[src/rtl/uop_sequencer.sv]
// uop_sequencer: microcode engine for the curve point-operation blocks.
// Fetches 20-bit uops from a synchronous ROM, evaluates each uop's exec
// condition, issues it to the modular arithmetic datapath with a start/done
// handshake and stops on OPCODE_RDY (or with err when running off the ROM end).
//
// Uop format: [19:16] opcode, [15:11] src A, [10:6] src B, [5:2] dst, [1:0] exec.
module uop_sequencer #(
  parameter int unsigned ADDR_W     = 6,
  parameter int unsigned START_ADDR = 0
) (
  input  logic              clk,
  input  logic              rst_n,
  input  logic              ena,
  output logic              rdy,
  output logic              err,
  output logic [ADDR_W-1:0] uop_addr,
  input  logic [19:0]       uop_data,
  input  logic              cond,
  output logic              op_start,
  output logic [3:0]        op_opcode,
  output logic [4:0]        op_src_a,
  output logic [4:0]        op_src_b,
  output logic [3:0]        op_dst,
  input  logic              op_done
);

  localparam logic [3:0]        OPCODE_RDY = 4'h0;
  localparam logic [ADDR_W-1:0] START_A    = ADDR_W'(START_ADDR);
  localparam logic [ADDR_W-1:0] LAST_ADDR  = {ADDR_W{1'b1}};
  localparam logic [ADDR_W-1:0] ADDR_ONE   = {{(ADDR_W-1){1'b0}}, 1'b1};

  typedef enum logic [2:0] {
    S_IDLE   = 3'd0,
    S_FETCH  = 3'd1,
    S_DECODE = 3'd2,
    S_BUSY   = 3'd3,
    S_DONE   = 3'd4
  } state_e;

  // Exec field: 00 always, 01 if cond, 10 if !cond, 11 never.
  function automatic logic exec_ok(input logic [1:0] exec, input logic c);
    logic ok;
    case (exec)
      2'b00:   ok = 1'b1;
      2'b01:   ok = c;
      2'b10:   ok = ~c;
      2'b11:   ok = 1'b0;
      default: ok = 1'b0;
    endcase
    return ok;
  endfunction

  state_e            state_q, state_d;
  logic [ADDR_W-1:0] addr_q, addr_d;
  logic              rdy_q, rdy_d;
  logic              err_q, err_d;
  logic              start_q, start_d;
  logic [3:0]        opc_q, opc_d;
  logic [4:0]        src_a_q, src_a_d;
  logic [4:0]        src_b_q, src_b_d;
  logic [3:0]        dst_q, dst_d;
  logic              ena_dly_q;

  logic              start_s;
  state_e            adv_state_s;
  logic [ADDR_W-1:0] adv_addr_s;
  logic              adv_err_s;

  // Only a rising edge of ena requests a run; a held level never restarts.
  assign start_s = ena & ~ena_dly_q;

  // Advance to the next uop, or flag err when the current one is the last address.
  always_comb begin
    if (addr_q == LAST_ADDR) begin
      adv_state_s = S_DONE;
      adv_addr_s  = addr_q;
      adv_err_s   = 1'b1;
    end else begin
      adv_state_s = S_FETCH;
      adv_addr_s  = addr_q + ADDR_ONE;
      adv_err_s   = 1'b0;
    end
  end

  // Next-state and registered-output logic of the sequencing FSM.
  always_comb begin
    state_d = state_q;
    addr_d  = addr_q;
    rdy_d   = rdy_q;
    err_d   = err_q;
    start_d = 1'b0;
    opc_d   = opc_q;
    src_a_d = src_a_q;
    src_b_d = src_b_q;
    dst_d   = dst_q;
    case (state_q)
      S_IDLE: begin
        if (start_s) begin
          addr_d  = START_A;
          rdy_d   = 1'b0;
          err_d   = 1'b0;
          state_d = S_FETCH;
        end else begin
          state_d = S_IDLE;
        end
      end
      S_FETCH: begin
        // ROM data for addr_q becomes valid at the end of this cycle.
        state_d = S_DECODE;
      end
      S_DECODE: begin
        if (uop_data[19:16] == OPCODE_RDY) begin
          rdy_d   = 1'b1;
          state_d = S_DONE;
        end else if (exec_ok(uop_data[1:0], cond)) begin
          opc_d   = uop_data[19:16];
          src_a_d = uop_data[15:11];
          src_b_d = uop_data[10:6];
          dst_d   = uop_data[5:2];
          start_d = 1'b1;
          state_d = S_BUSY;
        end else begin
          state_d = adv_state_s;
          addr_d  = adv_addr_s;
          err_d   = adv_err_s;
          rdy_d   = adv_err_s;
        end
      end
      S_BUSY: begin
        // op_done counts even in the cycle op_start is high (zero-wait datapath).
        if (op_done) begin
          state_d = adv_state_s;
          addr_d  = adv_addr_s;
          err_d   = adv_err_s;
          rdy_d   = adv_err_s;
        end else begin
          state_d = S_BUSY;
        end
      end
      S_DONE: begin
        rdy_d   = 1'b1;
        state_d = S_IDLE;
      end
      default: begin
        rdy_d   = 1'b1;
        state_d = S_IDLE;
      end
    endcase
  end

  // State and output registers; reset aborts any program and leaves the engine idle with rdy high.
  always_ff @(posedge clk or negedge rst_n) begin
    if (!rst_n) begin
      state_q   <= S_IDLE;
      addr_q    <= {ADDR_W{1'b0}};
      rdy_q     <= 1'b1;
      err_q     <= 1'b0;
      start_q   <= 1'b0;
      opc_q     <= 4'h0;
      src_a_q   <= 5'h00;
      src_b_q   <= 5'h00;
      dst_q     <= 4'h0;
      ena_dly_q <= 1'b0;
    end else begin
      state_q   <= state_d;
      addr_q    <= addr_d;
      rdy_q     <= rdy_d;
      err_q     <= err_d;
      start_q   <= start_d;
      opc_q     <= opc_d;
      src_a_q   <= src_a_d;
      src_b_q   <= src_b_d;
      dst_q     <= dst_d;
      ena_dly_q <= ena;
    end
  end

  assign rdy       = rdy_q;
  assign err       = err_q;
  assign uop_addr  = addr_q;
  assign op_start  = start_q;
  assign op_opcode = opc_q;
  assign op_src_a  = src_a_q;
  assign op_src_b  = src_b_q;
  assign op_dst    = dst_q;

endmodule

[config.mk]
export PLATFORM = sky130hd
export DESIGN_NAME = uop_sequencer
export DESIGN_NICKNAME = d
export VERILOG_FILES = /design/src/rtl/uop_sequencer.sv
export SDC_FILE = /design/constraint.sdc
export NUM_CORES = 1
export LEC_CHECK = 0
export BUFFER_PORTS_ARGS = -buffer_cell sky130_fd_sc_hd__buf_2
export CAP_MARGIN = 20
export CORE_MARGIN = 1.5
export CORE_UTILIZATION = 44
export DETAILED_ROUTE_END_ITERATION = 12
export GPL_TIMING_DRIVEN = 0
export PLACE_DENSITY_LB_ADDON = 0.3
export SLEW_MARGIN = 20
export SYNTH_ARGS = -nofsm -noshare
export SYNTH_HDL_FRONTEND = slang
export SYNTH_SLANG_ARGS = --single-unit
[constraint.sdc]
create_clock -name clk -period 1.7 [get_ports clk]
set_input_delay 0.085 -clock clk [delete_from_list [all_inputs] [get_ports clk]]
set_output_delay 0.085 -clock clk [all_outputs]
set_load 0.02 [all_outputs]
==> flow_metrics.env <==
export IMPL_slew_headroom_pct=54.65
export IMPL_io_pins=52
export IMPL_synth_cells=120
export IMPL_p_int_uw=1998
export IMPL_power_density_cell_area_nw_per_um2=1620
export IMPL_synth_seq_cells=31
export IMPL_globalRouteOverflowTotal=0
export IMPL_hold_viol=0
export IMPL_finClkSkew_ns=0.01381
export IMPL_pwr_share_comb_pct=51.8
export IMPL_fmax_mhz=607.8
export IMPL_status="finished clean"
export IMPL_setup_violations=0
export IMPL_ant_nets=0
export IMPL_post_route_min_period_ns=1.645
export IMPL_coreArea_um2=3128
export IMPL_clkSinkCount=31
export IMPL_slew_violations=0
export IMPL_power_switching_uw=1428
export IMPL_final_cell_count_no_fill=246
export IMPL_drive_above_1_share_pct=49.01
export IMPL_ctsLongestPathBuffers=2
export IMPL_pwr_share_seq_pct=35.7
export IMPL_fin_crit_sh_pct=96.78
export IMPL_drt_vias_per_instance=5.573
export IMPL_ys_warn_count=0
export IMPL_cap_violations=0
export IMPL_routedWlPerCell_um=16.13
export IMPL_swShare_pct=41.68
export IMPL_critPathMaxFanout=19
export IMPL_power_frac_clock_pct=12.5
export IMPL_hold_start="uop_data[16]"
export IMPL_grt_first_pass_wirelength_um=6230
export IMPL_cts_buffers=5
export IMPL_startpoint_type="flip-flop"
export IMPL_yosysSeqAreaShare_pct=52.45
export IMPL_grt_pass1_vias=1376
export IMPL_nNetsFinal=227
export IMPL_placedCellCount=215
export IMPL_clk_pin_slew_ns=0.11
export IMPL_vias=1371
export IMPL_synthFlopType="dfrtp_1"
export IMPL_portBuffers=51
export IMPL_yosysTopAreaCellShare_pct=50.68
export IMPL_regToRegSetupSlack_ns=0.05
export IMPL_routed_wl_um=3967
export IMPL_grt_max_degree=32
export IMPL_grt_antenna_before_repair=0
export IMPL_synthArstFlopShare_pct=100.0
export IMPL_synth_cell_types=44
export IMPL_p_leak_uw=0.0009965
export IMPL_synth_area_leaders="dfrtp_1, mux2_2, mux2_4"
export IMPL_crit_arrival_ns=1.88
export IMPL_finalSetupTns_ns=0
export IMPL_grt_use_total_pct=23.35
export IMPL_cp_end_kind="flip-flop"
export IMPL_drcViolationCount=0
export IMPL_clk_latency_ns=0.35
export IMPL_die_area_um2=3724
export IMPL_rr_startpoint="state_q[2]"
export IMPL_die_h_um=61.03
export IMPL_syn_to_final_growth_pct=42.74
export IMPL_cts_tree="done"
export IMPL_crit_type="reg -> reg"
export IMPL_critPathLaunch="state_q[2]"
export IMPL_cp_endpoint="op_src_a[1]"
export IMPL_diodes=0
export IMPL_synth_nets=146
export IMPL_vdd_drop_max_mv=1.099
export IMPL_syn_area_um2=1481
export IMPL_reg2reg_depth=4
export IMPL_firstDrtPassIters=4
export IMPL_htree_levels=2
export IMPL_tightest_slew_ns=0.6803
export IMPL_root_buffer="clkbuf_4"
export IMPL_dp_hpwl_um=2421
export IMPL_yosys_area_top_type="dfrtp_1"
export IMPL_rows=20
export IMPL_start_util_pct=47.36
export IMPL_gp_congestion=0.9168
export IMPL_avgSynthCellArea_um2=12.35
export IMPL_first_iter_violations=133
export IMPL_hold_path_class="in -> reg"
export IMPL_synth_edff_count=0
export IMPL_die_w_um=61.03
export IMPL_worst_r2r_endpoint="op_src_a[1]"
export IMPL_worstPathRequired_ns=1.93
==> through the flow <==
stage	total power (uW)	worst slack [ns]	util, %	instance area (um2)	hold WS, ns
after floorplan	2293	0.05086	-	1481	-0.2106
after global placement	2718	-0.09373	57.28	1792	0.1621
after detailed placement	2775	-0.1545	57.28	1792	0.1598
after CTS	3290	0.004091	65.44	2047	0.003261
after global routing	3616	-0.003255	67.60	2115	0.0004146
final	3426	0.05477	67.60	2115	0.01175
==> Yosys cell counts (3+ instances only) <==
master / n
dfrtp_1: 30
mux2_2: 10
mux2_4: 6
nor2_1: 6
a22o_1: 5
nand2_1: 4
nand2b_1: 4
nor3_1: 4
a211o_1: 3
clkbuf_1: 3
nand3_1: 3
==> sequential cells by signal (all words and copies together) (netlist names) <==
register,count
ena_dly_q,1
err,1
op_dst,4
op_opcode,4
op_src_a,5
op_src_b,5
op_start,1
rdy,1
state_q,3
uop_addr,6
==> routing by layer <==
layer	wire (um)	track usage (%)
met5	0	0
met4	106	12.11
met3	301	6.513
met2	2004	39.82
met1	1554	26.67
==> kinds of logic after synthesis <==
| kind of cell | share of synthesized area, % |
|---|---|
| AND/OR/NAND/NOR | 14.53 |
| buffers and inverters | 2.111 |
| multiplexers | 13.68 |
| AO/OA/AOI/OAI | 16.39 |
| adder cells (fa/ha/maj) | 0.8445 |
| flip-flops | 52.45 |
==> worst min path at each step <==
stage                         to  slack, ns  depth (start not counted)
floorplan              ena_dly_q      -0.21                          0
global placement     uop_addr[2]       0.16                          1
detailed placement     ena_dly_q       0.16                          1
CTS                 op_opcode[0]      0.003                          2
global route        op_opcode[0]     0.0004                          2
finish              op_opcode[0]       0.01                          2
==> cell usage in the layout (no fill, tap or decap), types with 4 or more instances in the layout <==
| cell type | n |
|---|---|
| a22o_1 | 5 |
| buf_2 | 52 |
| buf_4 | 5 |
| clkbuf_1 | 4 |
| clkbuf_4 | 5 |
| dfrtp_1 | 26 |
| dfrtp_2 | 4 |
| dlygate4sd3_1 | 18 |
| mux2_2 | 10 |
| mux2_4 | 6 |
| nand2b_1 | 4 |
| nor2_1 | 6 |
| nor3_1 | 4 |
==> power groups by stage <==
stage	clock network, uW	logic [uW]	registers [uW]
4_1_cts	434	1650	1210
2_1_floorplan	0	756	1540
6_report	427	1780	1220
5_1_grt	464	1900	1250
3_3_place_gp	0	1500	1220
3_5_place_dp	0	1540	1230
==> critical path: stages, from the launching register on <==
cell     delay [ns]
dfrtp_2        0.44
or3b_4         0.46
nor2_4         0.17
nand2_8        0.14
mux2_4         0.33
==> what timing repair did <==
item / 4_1_cts / 5_1_grt
buffers inserted: 3 / 2
resized for setup: 3 / 11
pin swaps: 1 / 3
endpoints found under the setup margin: 14 / 13
cloned: 0 / 1
endpoints found under the hold margin: 47 / 0
hold buffers: 18 / 0
==> cell type report <==
type | instances | area, um2
tap | 44 | 55.05
buffer | 4 | 17.52
timing repair buffer | 74 | 473.0
inverter | 1 | 3.754
clock inverter | 1 | 5.005
sequential | 31 | 782.0
multi-input combinational | 84 | 733.2
fill | 235 | 1013
clock buffer | 7 | 45.04
Power figures use the tool's default switching activity.
